`src/rtl/im_boot_ram_pkg.sv`:
```
// Shared types and boot image for the boot-loaded instruction memory.
// Boot image and default NOP live here so the ROM and top agree on them.
package im_pkg;

  typedef enum logic {
    INIT = 1'b0,
    RUN  = 1'b1
  } state_t;

  localparam int              DATA_W_DEF     = 8;
  localparam int              BOOT_IMAGE_LEN = 6;
  localparam logic [DATA_W_DEF-1:0] NOP_CODE_DEF = 8'h00;

  localparam logic [DATA_W_DEF-1:0] BOOT_IMAGE [BOOT_IMAGE_LEN] = '{
    8'h13, 8'h52, 8'h6B, 8'hC5, 8'h29, 8'h6D
  };

endpackage

```
`src/rtl/im_boot_ram_if.sv`:
```
// Fetch and program-load signals between PC/loader (master) and the memory (slave).
// Fetch is request/valid with one-cycle latency; no backpressure on either side.
interface im_boot_ram_if #(
  parameter int DATA_W = 8,
  parameter int ADDR_W = 8
);

  logic [ADDR_W-1:0] pc;
  logic              fetch_req;
  logic [DATA_W-1:0] inst_code;
  logic              inst_valid;
  logic              addr_fault;
  logic              ready;
  logic              wr_en;
  logic [ADDR_W-1:0] wr_addr;
  logic [DATA_W-1:0] wr_data;
  logic              wr_err;

  modport master (
    output pc, fetch_req, wr_en, wr_addr, wr_data,
    input  inst_code, inst_valid, addr_fault, ready, wr_err
  );

  modport slave (
    input  pc, fetch_req, wr_en, wr_addr, wr_data,
    output inst_code, inst_valid, addr_fault, ready, wr_err
  );

endinterface

```
`src/rtl/im_boot_ram_rom.sv`:
```
// Boot image lookup: index -> boot word, NOP_CODE past the image end.
// Purely combinational, zero latency, no backpressure.
module im_boot_rom
  import im_pkg::*;
#(
  parameter int                DATA_W   = 8,
  parameter int                ADDR_W   = 8,
  parameter int                BOOT_LEN = 6,
  parameter logic [DATA_W-1:0] NOP_CODE = DATA_W'(NOP_CODE_DEF)
) (
  input  logic [ADDR_W-1:0] idx,
  output logic [DATA_W-1:0] word
);

  // Walking the package array keeps indexing in bounds whatever BOOT_LEN is.
  always_comb begin
    word = NOP_CODE;
    for (int i = 0; i < BOOT_IMAGE_LEN; i++) begin
      if (i < BOOT_LEN && int'(idx) == i) begin
        word = DATA_W'(BOOT_IMAGE[i]);
      end
    end
  end

endmodule

```
`src/rtl/im_boot_ram.sv`:
```
// Instruction memory with boot-image init and run-time program load (IM_BOOT_WP_EN write-protects boot words).
// Fetch latency 1 cycle (registered); fetches and writes are ignored/rejected until ready.
module im_boot_ram
  import im_pkg::*;
#(
  parameter int                DATA_W   = 8,
  parameter int                ADDR_W   = 8,
  parameter int                DEPTH    = 8,
  parameter int                BOOT_LEN = 6,
  parameter logic [DATA_W-1:0] NOP_CODE = DATA_W'(NOP_CODE_DEF)
) (
  input  logic         clk,
  input  logic         reset,
  im_boot_ram_if.slave bus
);

  localparam int                IDX_W    = (DEPTH > 1) ? $clog2(DEPTH) : 1;
  localparam logic [ADDR_W:0]   DEPTH_X  = (ADDR_W + 1)'(DEPTH);
  localparam logic [ADDR_W-1:0] LAST_IDX = ADDR_W'(DEPTH - 1);

  state_t            state_q, state_d;
  logic [ADDR_W-1:0] init_ptr_q, init_ptr_d;

  logic [DATA_W-1:0] mem [DEPTH];
  logic              mem_we;
  logic [ADDR_W-1:0] mem_waddr;
  logic [DATA_W-1:0] mem_wdata;

  logic [DATA_W-1:0] boot_word;
  logic              pc_in_range;
  logic              wr_in_range;
  logic              wr_protected;
  logic              fetch_go;
  logic              wr_reject;

  logic [DATA_W-1:0] inst_code_q;
  logic              inst_valid_q;
  logic              addr_fault_q;
  logic              wr_err_q;

  im_boot_rom #(
    .DATA_W   (DATA_W),
    .ADDR_W   (ADDR_W),
    .BOOT_LEN (BOOT_LEN),
    .NOP_CODE (NOP_CODE)
  ) u_boot_rom (
    .idx  (init_ptr_q),
    .word (boot_word)
  );

  // Full-width compares: an out-of-range pc must never alias into the array.
  assign pc_in_range = {1'b0, bus.pc}      < DEPTH_X;
  assign wr_in_range = {1'b0, bus.wr_addr} < DEPTH_X;

`ifdef IM_BOOT_WP_EN
  assign wr_protected = {1'b0, bus.wr_addr} < (ADDR_W + 1)'(BOOT_LEN);
`else
  assign wr_protected = 1'b0;
`endif

  always_ff @(posedge clk or negedge reset) begin
    if (!reset) begin
      state_q    <= INIT;
      init_ptr_q <= '0;
    end else begin
      state_q    <= state_d;
      init_ptr_q <= init_ptr_d;
    end
  end

  always_comb begin
    state_d    = state_q;
    init_ptr_d = init_ptr_q;
    mem_we     = 1'b0;
    mem_waddr  = init_ptr_q;
    mem_wdata  = boot_word;
    fetch_go   = 1'b0;
    wr_reject  = 1'b0;

    case (state_q)
      INIT: begin
        // The init copy bypasses write protection on purpose.
        mem_we     = 1'b1;
        init_ptr_d = init_ptr_q + 1'b1;
        wr_reject  = bus.wr_en;
        if (init_ptr_q == LAST_IDX) begin
          state_d    = RUN;
          init_ptr_d = '0;
        end
      end
      RUN: begin
        fetch_go = bus.fetch_req;
        if (bus.wr_en) begin
          if (wr_in_range && !wr_protected) begin
            mem_we    = 1'b1;
            mem_waddr = bus.wr_addr;
            mem_wdata = bus.wr_data;
          end else begin
            wr_reject = 1'b1;
          end
        end
      end
      default: begin
        state_d    = INIT;
        init_ptr_d = '0;
      end
    endcase
  end

  // Array has no reset; INIT rewrites every location before it is readable.
  always_ff @(posedge clk) begin
    if (mem_we) begin
      mem[mem_waddr[IDX_W-1:0]] <= mem_wdata;
    end
  end

  // Reads sample the array before this edge's write lands: read-before-write.
  always_ff @(posedge clk or negedge reset) begin
    if (!reset) begin
      inst_code_q  <= '0;
      inst_valid_q <= 1'b0;
      addr_fault_q <= 1'b0;
      wr_err_q     <= 1'b0;
    end else begin
      inst_valid_q <= fetch_go;
      addr_fault_q <= fetch_go && !pc_in_range;
      wr_err_q     <= wr_reject;
      if (fetch_go) begin
        inst_code_q <= pc_in_range ? mem[bus.pc[IDX_W-1:0]] : NOP_CODE;
      end
    end
  end

  assign bus.inst_code  = inst_code_q;
  assign bus.inst_valid = inst_valid_q;
  assign bus.addr_fault = addr_fault_q;
  assign bus.wr_err     = wr_err_q;
  assign bus.ready      = (state_q == RUN);

endmodule

```
`src/flat_wrapper.sv`:
```
// flat-port wrapper written by rule: the top's interface ports become plain ports
module im_boot_ram_flat import im_pkg::*;
#(
  parameter int                DATA_W   = 8,
  parameter int                ADDR_W   = 8,
  parameter int                DEPTH    = 8,
  parameter int                BOOT_LEN = 6,
  parameter logic [DATA_W-1:0] NOP_CODE = DATA_W'(NOP_CODE_DEF)
)
  (clk, reset, bus_pc, bus_fetch_req, bus_wr_en, bus_wr_addr, bus_wr_data, bus_inst_code, bus_inst_valid, bus_addr_fault, bus_ready, bus_wr_err);
  im_boot_ram_if #(.DATA_W(DATA_W), .ADDR_W(ADDR_W)) bus_i ();
  input  logic clk;
  input  logic reset;
  input wire logic [$bits(bus_i.pc)-1:0] bus_pc;
  input wire logic [$bits(bus_i.fetch_req)-1:0] bus_fetch_req;
  input wire logic [$bits(bus_i.wr_en)-1:0] bus_wr_en;
  input wire logic [$bits(bus_i.wr_addr)-1:0] bus_wr_addr;
  input wire logic [$bits(bus_i.wr_data)-1:0] bus_wr_data;
  output wire logic [$bits(bus_i.inst_code)-1:0] bus_inst_code;
  output wire logic [$bits(bus_i.inst_valid)-1:0] bus_inst_valid;
  output wire logic [$bits(bus_i.addr_fault)-1:0] bus_addr_fault;
  output wire logic [$bits(bus_i.ready)-1:0] bus_ready;
  output wire logic [$bits(bus_i.wr_err)-1:0] bus_wr_err;
  assign bus_i.pc = bus_pc;
  assign bus_i.fetch_req = bus_fetch_req;
  assign bus_i.wr_en = bus_wr_en;
  assign bus_i.wr_addr = bus_wr_addr;
  assign bus_i.wr_data = bus_wr_data;
  assign bus_inst_code = bus_i.inst_code;
  assign bus_inst_valid = bus_i.inst_valid;
  assign bus_addr_fault = bus_i.addr_fault;
  assign bus_ready = bus_i.ready;
  assign bus_wr_err = bus_i.wr_err;
  im_boot_ram #(.DATA_W(DATA_W), .ADDR_W(ADDR_W), .DEPTH(DEPTH), .BOOT_LEN(BOOT_LEN), .NOP_CODE(NOP_CODE)) u_core (.clk(clk), .reset(reset), .bus(bus_i));
endmodule
```
`config.mk`:
```
export PLATFORM = sky130hd
export DESIGN_NAME = im_boot_ram_flat
export DESIGN_NICKNAME = d
export VERILOG_FILES = /design/src/rtl/im_boot_ram_pkg.sv /design/src/rtl/im_boot_ram_if.sv /design/src/rtl/im_boot_ram_rom.sv /design/src/rtl/im_boot_ram.sv /design/src/flat_wrapper.sv
export SDC_FILE = /design/constraint.sdc
export NUM_CORES = 1
export LEC_CHECK = 0
export ABC_AREA = 0
export BUFFER_PORTS_ARGS = -buffer_cell sky130_fd_sc_hd__buf_2
export CORE_ASPECT_RATIO = 0.9
export CORE_MARGIN = 2
export CORE_UTILIZATION = 30
export DETAILED_ROUTE_END_ITERATION = 16
export HOLD_SLACK_MARGIN = 0.1
export SYNTH_ARGS = -nofsm -noshare
export SYNTH_HDL_FRONTEND = slang
export SYNTH_SLANG_ARGS = --single-unit
export TNS_END_PERCENT = 30
```
`constraint.sdc`:
```
create_clock -name clk -period 1.9 [get_ports clk]
set_input_delay 0 -clock clk [delete_from_list [all_inputs] [get_ports clk]]
set_output_delay 0 -clock clk [all_outputs]
set_load 0.005 [all_outputs]
```
==> key figures, run 1 <==
Worst hold path
  – WHS Path Cells: 2
  – Worst Hold Class: primary input to register
  – Hold wc startpoint: bus_wr_data[1]

STA
  – FMAX: 0.548 GHz
  – Slew Limit Fails: 0
  – Hold Vio Cnt, Final: 0
  – Worst Slack Setup Final: 0.0758 ns
  – Final Critical Period: 1.82 ns
  – Final setup fails: 0
  – Setup_tns: 0 ns
  – RSZ-0062 raised after global routing: true
  – Final Skew: 0.00481 ns
  – Max_slew headroom: 0.598
  – Slew @ Worst Pin: 0.600 ns
  – Final clock period utilization by the worst path: 0.960

Route
  – DR vias: 2090
  – Antenna Violating Nets Remaining: 0
  – DRT iter0 DRCs: 105
  – Via-per-instance ratio: 4.60
  – Drt first pass iters: 4
  – DRC Markers: 0
  – Routed wire length: 7280 microns
  – Wire length per cell: 16.0 microns

Floorplanning
  – Initial core utilization: 0.309
  – Die area: 12800 sq um
  – Die H: 107 microns
  – Boundary Pins: 40
  – Die X: 119 microns
  – Core area: 11500 sq um
  – Row count: 37

Yosys
  – Syn nets: 254
  – #FFs+latches synth: 84
  – Synth unique cells: 40
  – Synthesized instance count: 222
  – Post-Syn Area: 3560 sq um
  – Register area share after synthesis: 0.680
  – Yosys warns: 0
  – Avg Synthesized Cell Area: 16.1 sq um

Worst setup path
  – CP Launch Type: register
  – CP Capture Type: register
  – Worst EP required: 2.08 ns
  – Crit Path Category: register to register
  – CP Data Arrival Time: 2.00 ns
  – CP Max Fanout: 8
  – Origin of the critical flop-to-flop path: u_core.init_ptr_q[0]
  – R2R depth: 5
  – CP startpoint: u_core.init_ptr_q[0]

Finish
  – Non-Filler Instances: 454
  – Layout cell share with drive strength beyond 1: 0.356
  – Register area: 2420 sq um
  – Antenna cells: 0
  – Number of fill cells: 1093
  – Area of the multi-input gates: 1050 sq um
  – Syn-to-layout area delta: 23.8%
  – Final nets: 326

Place
  – Worst Setup Slack post-DPL: -0.0747 ns
  – IO Port Bufs: 39
  – Post-DP HPWL: 5070 microns
  – Dpl cells: 432
  – Gpl congestion: 0.770

Clocking
  – CTS tree: done
  – TritonCTS buffer count: 9
  – Clk Latency, worst-skew pair: 0.34 ns
  – CTS Sinks: 84
  – Clock Tree Root: clkbuf_16
  – Max Buffers Root-to-Sink: 2
  – H-tree Lvls: 3
  – Clock slew at reported path FFs: 0.06 ns

Global route
  – Initial antenna violation count: 0
  – Vias in the first global route: 2183
  – Largest net degree at the start of global routing: 21
  – Global-route wire length before repair: 11600 microns
  – Overall routing resource usage: 0.125
  – Grt ovf: 0

Power and ir drop
  – Worst VDD drop: 0.341 mV
  – Pwr/cell area: 835 nW/um^2
  – P_leak: 1.72 nW

Job
  – Max-Cap Viols: 0

Run status
  – Status: finished clean
routing by layer:
| metal | part of all wire | routed length [microns] | vias up | global-route usage |
|---|---|---|---|---|
| li1 | - | - | 985 | - |
| met1 | 0.46 | 3370 | 1040 | 0.163 |
| met2 | 0.47 | 3400 | 54 | 0.195 |
| met3 | 0.057 | 418 | 11 | 0.0429 |
| met4 | 0.013 | 95 | 0 | 0.0459 |
| met5 | 0 | 0 | - | 0 |
logic make-up (layout without fill, tap and decap cells):
family,Yosys count,count (layout),share of synthesized area
xor gates and xnor gates,5,5,0.0123
DFF,84,84,0.680
buffers and inverters,17,93,0.0305
and+or+nand+nor,55,55,0.0734
AOI/OAI and AO/OA,28,28,0.0502
adders and majority gates,4,4,0.0140
muxes,29,29,0.140
synth_stat cells:
library cell	n	area share
edfxtp_1	64	0.54
nand2_1	22	0.023
dfrtp_1	20	0.14
nor2_1	18	0.019
mux4_2	15	0.095
mux2i_1	10	0.028
inv_1	8	0.0084
o21ai_1	8	0.011
o21ai_0	7	0.0098
buf_2	5	0.0070
ha_1	4	0.014
buf_6	3	0.0095
mux2_2	3	0.0095
xnor2_1	3	0.0074
a22o_1	2	0.0049
a31oi_1	2	0.0035
a32oi_1	2	0.0049
nand2b_1	2	0.0035
nand4_1	2	0.0035
xor2_1	2	0.0049
a211o_1	1	0.0025
a21oi_1	1	0.0014
a2bb2oi_1	1	0.0025
a31o_2	1	0.0025
a32o_1	1	0.0028
and2_1	1	0.0018
and3b_1	1	0.0025
and4_1	1	0.0025
buf_12	1	0.0056
mux4_1	1	0.0074
nand2_2	1	0.0018
nor3_1	1	0.0014
nor3_2	1	0.0028
nor4_1	1	0.0018
nor4_2	1	0.0035
o21bai_1	1	0.0021
o31ai_1	1	0.0021
or2_2	1	0.0018
or3b_2	1	0.0025
or4_1	1	0.0021
flip-flops by register name, summed over array words and instances (netlist names):
register,cells
u_core.mem,64
u_core.bus.inst_code,8
u_core.init_ptr_q,8
u_core.bus.addr_fault,1
u_core.bus.inst_valid,1
u_core.bus.ready,1
u_core.bus.wr_err,1
layout make-up:
class / instances / share of cell area
multi-input combinational: 121 / 0.238
sequential: 84 / 0.549
clock inverter: 6 / 0.00964
timing repair buffer: 70 / 0.101
clock buffer: 9 / 0.0510
inverter: 8 / 0.00681
tap: 156 / 0.0442
final timing paths:
kind                                           end  slack, ns
max reg2reg                       u_core.mem[6][3]       0.08
min reg2reg                u_core.bus.inst_code[5]       0.48
min                               u_core.mem[1][1]       0.10
max                               u_core.mem[6][3]       0.08
min in group asynchronous     u_core.init_ptr_q[1]       0.16
max in group asynchronous    u_core.bus.inst_valid       1.39
per-stage QoR:
| stage | total power, W | hold WS [ns] | instance area, sq um | util |
|---|---|---|---|---|
| 6_report | 0.00368 | 0.102 | 4410 | 0.383 |
| 5_1_grt | 0.00382 | 0.118 | 4410 | 0.383 |
| 4_1_cts | 0.00373 | 0.112 | 4390 | 0.381 |
| 3_5_place_dp | 0.00215 | 0.00717 | 4060 | 0.352 |
| 3_3_place_gp | 0.00215 | 0.00393 | 4060 | 0.352 |
| 2_1_floorplan | 0.00209 | -0.296 | 3560 | - |
cell usage in the layout (no fill, tap or decap), types with 3 or more instances in the layout:
cell / instances
nor2_1: 18
ha_1: 3
mux4_2: 15
dlygate4sd3_1: 7
inv_1: 8
edfxtp_1: 64
buf_4: 24
clkinv_4: 3
mux2i_1: 10
nand2_1: 20
dfrtp_1: 20
xnor2_1: 3
mux2_2: 3
o21ai_0: 6
o21ai_1: 9
clkbuf_16: 9
buf_2: 39
power breakdown:
| part | switching, W | internal (W) |
|---|---|---|
| sequential | 0.00000193 | 0.00197 |
| combinational | 0.0000736 | 0.0000776 |
| clock | 0.000690 | 0.000876 |
what timing repair did:
| item | 4_1_cts | 5_1_grt |
|---|---|---|
| endpoints found under the setup margin | 24 | 24 |
| hold buffers | 6 | 1 |
| buffers inserted | 0 | 0 |
| hold endpoints to repair | 38 | 8 |
| resized for setup | 3 | 4 |
worst max-delay path, cell delays in order, from the launching register on:
cell,delay [ns]
dfrtp_1,0.41
inv_1,0.10
ha_1,0.19
or3b_2,0.45
a211o_1,0.37
nand2_2,0.15
(Power assumes the default switching activity.)
==> run 2: changes to the inputs <==
- CELL_PAD_IN_SITES_DETAIL_PLACEMENT: unset -> 1
- CELL_PAD_IN_SITES_GLOBAL_PLACEMENT: unset -> 1
- PLACE_DENSITY_LB_ADDON: unset -> 0.1
==> key figures, run 2 (same netlist as run 1, synthesis figures left out) <==
Worst setup path
  – CP Launch Type: register
  – CP Data Arrival Time: 1.89 ns
  – Worst EP required: 1.86 ns
  – CP peak stage delay: 0.68 ns
  – Critical Path, Cell by Cell: buf_4 > o21ai_0 > a32oi_1 > nor2_1
  – Reg-to-Reg End: u_core.mem[4][6]
  – Origin of the critical flop-to-flop path: u_core.bus.ready
  – CP Max Fanout: 8
  – Top delay family on crit path: simple AND/OR/NAND/NOR gates
  – Crit Path Category: register to register
  – CP Capture Type: register
  – R2R depth: 4
  – Worst Path Buf+Inv: 1
  – R2R Setup Slk: -0.04 ns
  – Slowest-stage cell, CP: nor2_1

STA
  – Final Critical Period: 1.94 ns
  – Final clock period utilization by the worst path: 1.02
  – Hold Vio Cnt, Final: 0
  – Max_slew headroom: 0.402
  – Final Skew: 0.00712 ns
  – FMAX: 0.517 GHz
  – Slew @ Worst Pin: 0.893 ns
  – Slew Limit Fails: 0
  – Min Hold Slack: 0.108 ns
  – RSZ-0062 raised after global routing: true
  – Worst Slack Setup Final: -0.0353 ns
  – Final setup fails: 32
  – Setup_tns: -0.618 ns

Finish
  – Number of fill cells: 1187
  – Syn-to-layout area delta: 28.2%
  – Commonest non-fill, non-tap cells in the layout: 64 x edfxtp_1, 39 x buf_2, 22 x buf_4
  – Non-Filler Instances: 460
  – Design Area, Final: 4570 sq um
  – Layout cell share with drive strength beyond 1: 0.391
  – Max FFs per register: 64
  – Antenna cells: 0
  – Commonest non-fill, non-tap cell in the layout: edfxtp_1
  – Final nets: 331

Global route
  – Grt ovf: 0
  – Initial antenna violation count: 0
  – Vias in the first global route: 2300
  – Overall routing resource usage: 0.147
  – Global-route wire length before repair: 13400 microns
  – Largest net degree at the start of global routing: 21

Worst hold path
  – Worst Hold Class: primary input to register
  – WHS Path Cells: 3
  – Endpoint, Worst Hold: u_core.mem[0][6]
  – Hold wc startpoint: bus_wr_data[6]

Route
  – DR vias: 2127
  – DRC Markers: 0
  – Antenna Violating Nets Remaining: 0
  – DRT iter0 DRCs: 122
  – Wire length per cell: 18.8 microns
  – Drt first pass iters: 5
  – Via-per-instance ratio: 4.62
  – Routed wire length: 8660 microns

Clocking
  – Clock slew at reported path FFs: 0.06 ns
  – TritonCTS buffer count: 9
  – CTS Sinks: 84
  – Setup Buffers After CTS: 0
  – Max Buffers Root-to-Sink: 2
  – Clk Latency, worst-skew pair: 0.34 ns
  – CTS tree: done
  – Clock Tree Root: clkbuf_16
  – H-tree Lvls: 3

Floorplanning
  – Die X: 119 microns
  – Die H: 107 microns
  – Row count: 37
  – Die area: 12800 sq um
  – Core area: 11500 sq um
  – Boundary Pins: 40
  – Initial core utilization: 0.309

Place
  – IO Port Bufs: 39
  – Post-DP HPWL: 6180 microns
  – Gpl congestion: 0.729
  – Placed Area: 4080 sq um
  – Dpl cells: 435

Run status
  – Violated checks: negative setup slack
  – Status: finished, violations left

Power and ir drop
  – Pwr/cell area: 866 nW/um^2
  – Worst VDD drop: 0.351 mV
  – Final Power: 0.00396 W
  – P_leak: 1.77 nW

Job
  – Max-Cap Viols: 0
-- run 2: worst max-delay path by stage --
stage                         start                to  slack, ns  cells past startpoint
5_1_grt            u_core.bus.ready  u_core.mem[4][6]      -0.22                      4
3_3_place_gp   u_core.init_ptr_q[1]  u_core.mem[3][2]      -0.29                      4
3_5_place_dp   u_core.init_ptr_q[0]  u_core.mem[1][6]      -0.30                      6
4_1_cts            u_core.bus.ready  u_core.mem[7][7]      -0.09                      4
6_report           u_core.bus.ready  u_core.mem[4][6]      -0.04                      4
2_1_floorplan      u_core.bus.ready  u_core.mem[0][0]       0.11                      4
-- run 2: final cells by class --
class	count	area [sq um]	area share
Tap cell	156	195	0.0427
Timing Repair Buffer	75	507	0.111
Sequential cell	84	2420	0.531
Clock buffer	12	236	0.0518
Multi-Input combinational cell	121	1100	0.240
Clock inverter	4	73.8	0.0162
Inverter	8	32.5	0.00712
-- run 2: worst reg2reg max path: cells and delay by family, from the launching register on --
family | cells | cell delay (ns)
buffers and inverters | 1 | 0.15
AO/OA/AOI/OAI | 2 | 0.31
AND/OR/NAND/NOR | 1 | 0.68
flip-flops | 1 | 0.41
-- run 2: routing by layer --
layer / up-vias / global-route usage / share of wire
li1: 1007 / - / -
met1: 1079 / 0.193 / 0.48
met2: 33 / 0.240 / 0.48
met3: 8 / 0.0350 / 0.025
met4: 0 / 0.0536 / 0.015
met5: - / 0 / 0
-- run 2: repair_timing --
action	in CTS	in global routing
resized for setup	15	15
endpoints found under the hold margin	39	0
endpoints found under the setup margin	112	104
hold buffers	9	0
pin swaps	1	0
-- run 2: where the power goes --
group	switching [W]	total, W	internal [W]
Combinational	0.0000790	0.000161	0.0000823
Sequential	0.00000210	0.00197	0.00197
Clock	0.000675	0.00183	0.00115
Total	0.000756	0.00396	0.00320
-- run 2: per-stage QoR --
| stage | utilization | setup slack (ns) |
|---|---|---|
| 4_1_cts | 0.391 | -0.0916 |
| 2_1_floorplan | - | 0.108 |
| 5_1_grt | 0.396 | -0.219 |
| 3_5_place_dp | 0.354 | -0.297 |
| 3_3_place_gp | 0.354 | -0.293 |
| 6_report | 0.396 | -0.0353 |
==> run 3: changes to the inputs <==
- clock period: 1.9 -> 2 ns (I/O delays scaled with it)
==> key figures, run 3 (same netlist as run 1, synthesis figures left out) <==
Floorplanning
  – Die H: 107 microns
  – Core area: 11500 sq um
  – Row count: 37
  – Die X: 119 microns
  – Die area: 12800 sq um
  – Boundary Pins: 40
  – Initial core utilization: 0.309

Power and ir drop
  – Seq pwr share: 0.514
  – P_leak: 1.73 nW
  – Final Power: 0.00364 W
  – Pwr/cell area: 816 nW/um^2
  – P_int: 0.00291 W
  – Part of the power in combinational logic: 0.043
  – Worst VDD drop: 0.357 mV
  – Sw power: 0.000725 W
  – Clock power frac: 0.444
  – Sw Ratio: 0.199

Route
  – Antenna Violating Nets Remaining: 0
  – Wire length per cell: 18.8 microns
  – DR vias: 2076
  – Via-per-instance ratio: 4.56
  – Drt first pass iters: 4
  – DRT iter0 DRCs: 156
  – DRC Markers: 0
  – Routed wire length: 8580 microns

Finish
  – Commonest non-fill, non-tap cell in the layout: edfxtp_1
  – Commonest non-fill, non-tap cells in the layout: 64 x edfxtp_1, 39 x buf_2, 20 x nand2_1, 20 x buf_4, 19 x dfrtp_1
  – Antenna cells: 0
  – Layout cell share with drive strength beyond 1: 0.334
  – Max FFs per register: 64
  – Area of the multi-input gates: 1050 sq um
  – Register area: 2420 sq um
  – Non-Filler Instances: 455
  – Final core occ: 0.387
  – Final nets: 326
  – Syn-to-layout area delta: 25.1%
  – Number of fill cells: 1175

Worst setup path
  – CP Capture Type: register
  – CP Max Fanout: 8
  – CP Launch Type: register
  – R2R Setup Slk: 0.09 ns
  – Critical Path, Cell by Cell: inv_1 > ha_1 > buf_4 > or3b_2 > a211o_1 > nand2_4
  – R2R depth: 6
  – CP peak stage delay: 0.43 ns
  – Crit Path Category: register to register
  – Reg-to-Reg End: u_core.mem[1][3]
  – Worst EP required: 2.19 ns
  – CP Data Arrival Time: 2.10 ns
  – Slowest-stage cell, CP: dfrtp_2
  – Origin of the critical flop-to-flop path: u_core.init_ptr_q[0]

Global route
  – Overall routing resource usage: 0.148
  – Vias in the first global route: 2262
  – Initial antenna violation count: 0
  – Largest net degree at the start of global routing: 21
  – Grt ovf: 0
  – Global-route wire length before repair: 13500 microns

Place
  – IO Port Bufs: 39
  – Dpl cells: 429
  – Gpl congestion: 0.732
  – Post-DP HPWL: 5830 microns

Worst hold path
  – WHS Path Cells: 4
  – Endpoint, Worst Hold: u_core.mem[4][2]
  – Hold wc startpoint: bus_wr_data[2]
  – Worst Hold Class: primary input to register

STA
  – Final setup fails: 0
  – Hold Vio Cnt, Final: 0
  – Max_slew headroom: 0.564
  – Slew @ Worst Pin: 0.650 ns
  – FMAX: 0.524 GHz
  – Final Skew: 0.00583 ns
  – Final clock period utilization by the worst path: 0.953
  – Min Hold Slack: 0.125 ns
  – Slew Limit Fails: 0
  – Final Critical Period: 1.91 ns

Clocking
  – TritonCTS buffer count: 9
  – H-tree Lvls: 3
  – CTS tree: done
  – CTS Sinks: 84
  – Clk Latency, worst-skew pair: 0.34 ns
  – Clock slew at reported path FFs: 0.06 ns
  – Clock Tree Root: clkbuf_16
  – Max Buffers Root-to-Sink: 2

Job
  – Max-Cap Viols: 0

Run status
  – Status: finished clean
## run 3: cell types whose count changed in the layout (fill, tap and decap cells not counted), sizes merged
cell | previous run | this run
bufinv | 2 | 1
buf | 66 | 61
clkinvlp | 0 | 1
## run 3: final cells by class
cell class,instances,area share
Tap cell,156,0.0438
Sequential cell,84,0.544
Clock buffer,12,0.0530
Clock inverter,4,0.0112
Multi-Input combinational cell,121,0.235
Timing Repair Buffer,70,0.107
Inverter,8,0.00674
## run 3: worst max-delay path: cells and delay by family (launching register included)
| family | cells | cell delay (ns) |
|---|---|---|
| DFF | 1 | 0.43 |
| adders and majority gates | 1 | 0.17 |
| AOI/OAI and AO/OA | 1 | 0.38 |
| and+or+nand+nor | 2 | 0.56 |
| buffers and inverters | 2 | 0.21 |
## run 3: per-layer routing
| layer | up-vias | global-route usage | part of all wire |
|---|---|---|---|
| li1 | 989 | - | - |
| met1 | 1032 | 0.197 | 0.48 |
| met2 | 47 | 0.240 | 0.47 |
| met3 | 8 | 0.0318 | 0.037 |
| met4 | 0 | 0.0510 | 0.014 |
| met5 | - | 0 | 0 |
## run 3: power groups by stage
stage          logic (W)  registers [W]  clock network [W]
2_1_floorplan  0.0000806        0.00191                  0
3_3_place_gp    0.000145        0.00190                  0
3_5_place_dp    0.000147        0.00191                  0
4_1_cts         0.000160        0.00187            0.00165
5_1_grt         0.000172        0.00187            0.00171
6_report        0.000155        0.00187            0.00161
## run 3: metrics by stage
| stage | instance area (sq um) | TNS (ns) | worst slack (ns) |
|---|---|---|---|
| CTS | 4440 | 0 | 0.0179 |
| detailed placement | 4060 | -1.27 | -0.104 |
| floorplan | 3560 | 0 | 0.208 |
| global route | 4460 | -0.0126 | -0.00272 |
| finish | 4460 | 0 | 0.0931 |
| global placement | 4060 | 0 | 0.00713 |
## run 3: what timing repair did
action	CTS	global route
hold endpoints to repair	39	0
hold buffers	9	0
setup buffers	0	1
resized for setup	3	4
pin swaps	0	0
endpoints found under the setup margin	24	40
## run 3: worst max-delay path by stage
stage / from / slack [ns] / to / cells past startpoint
final: u_core.init_ptr_q[0] / 0.09 / u_core.mem[1][3] / 6
after global routing: u_core.init_ptr_q[0] / -0.003 / u_core.mem[1][3] / 6
after CTS: u_core.init_ptr_q[0] / 0.02 / u_core.mem[3][3] / 6
after detailed placement: u_core.init_ptr_q[0] / -0.10 / u_core.mem[3][0] / 6
after global placement: u_core.init_ptr_q[0] / 0.007 / u_core.mem[2][0] / 6
after floorplan: u_core.bus.ready / 0.21 / u_core.mem[0][0] / 4
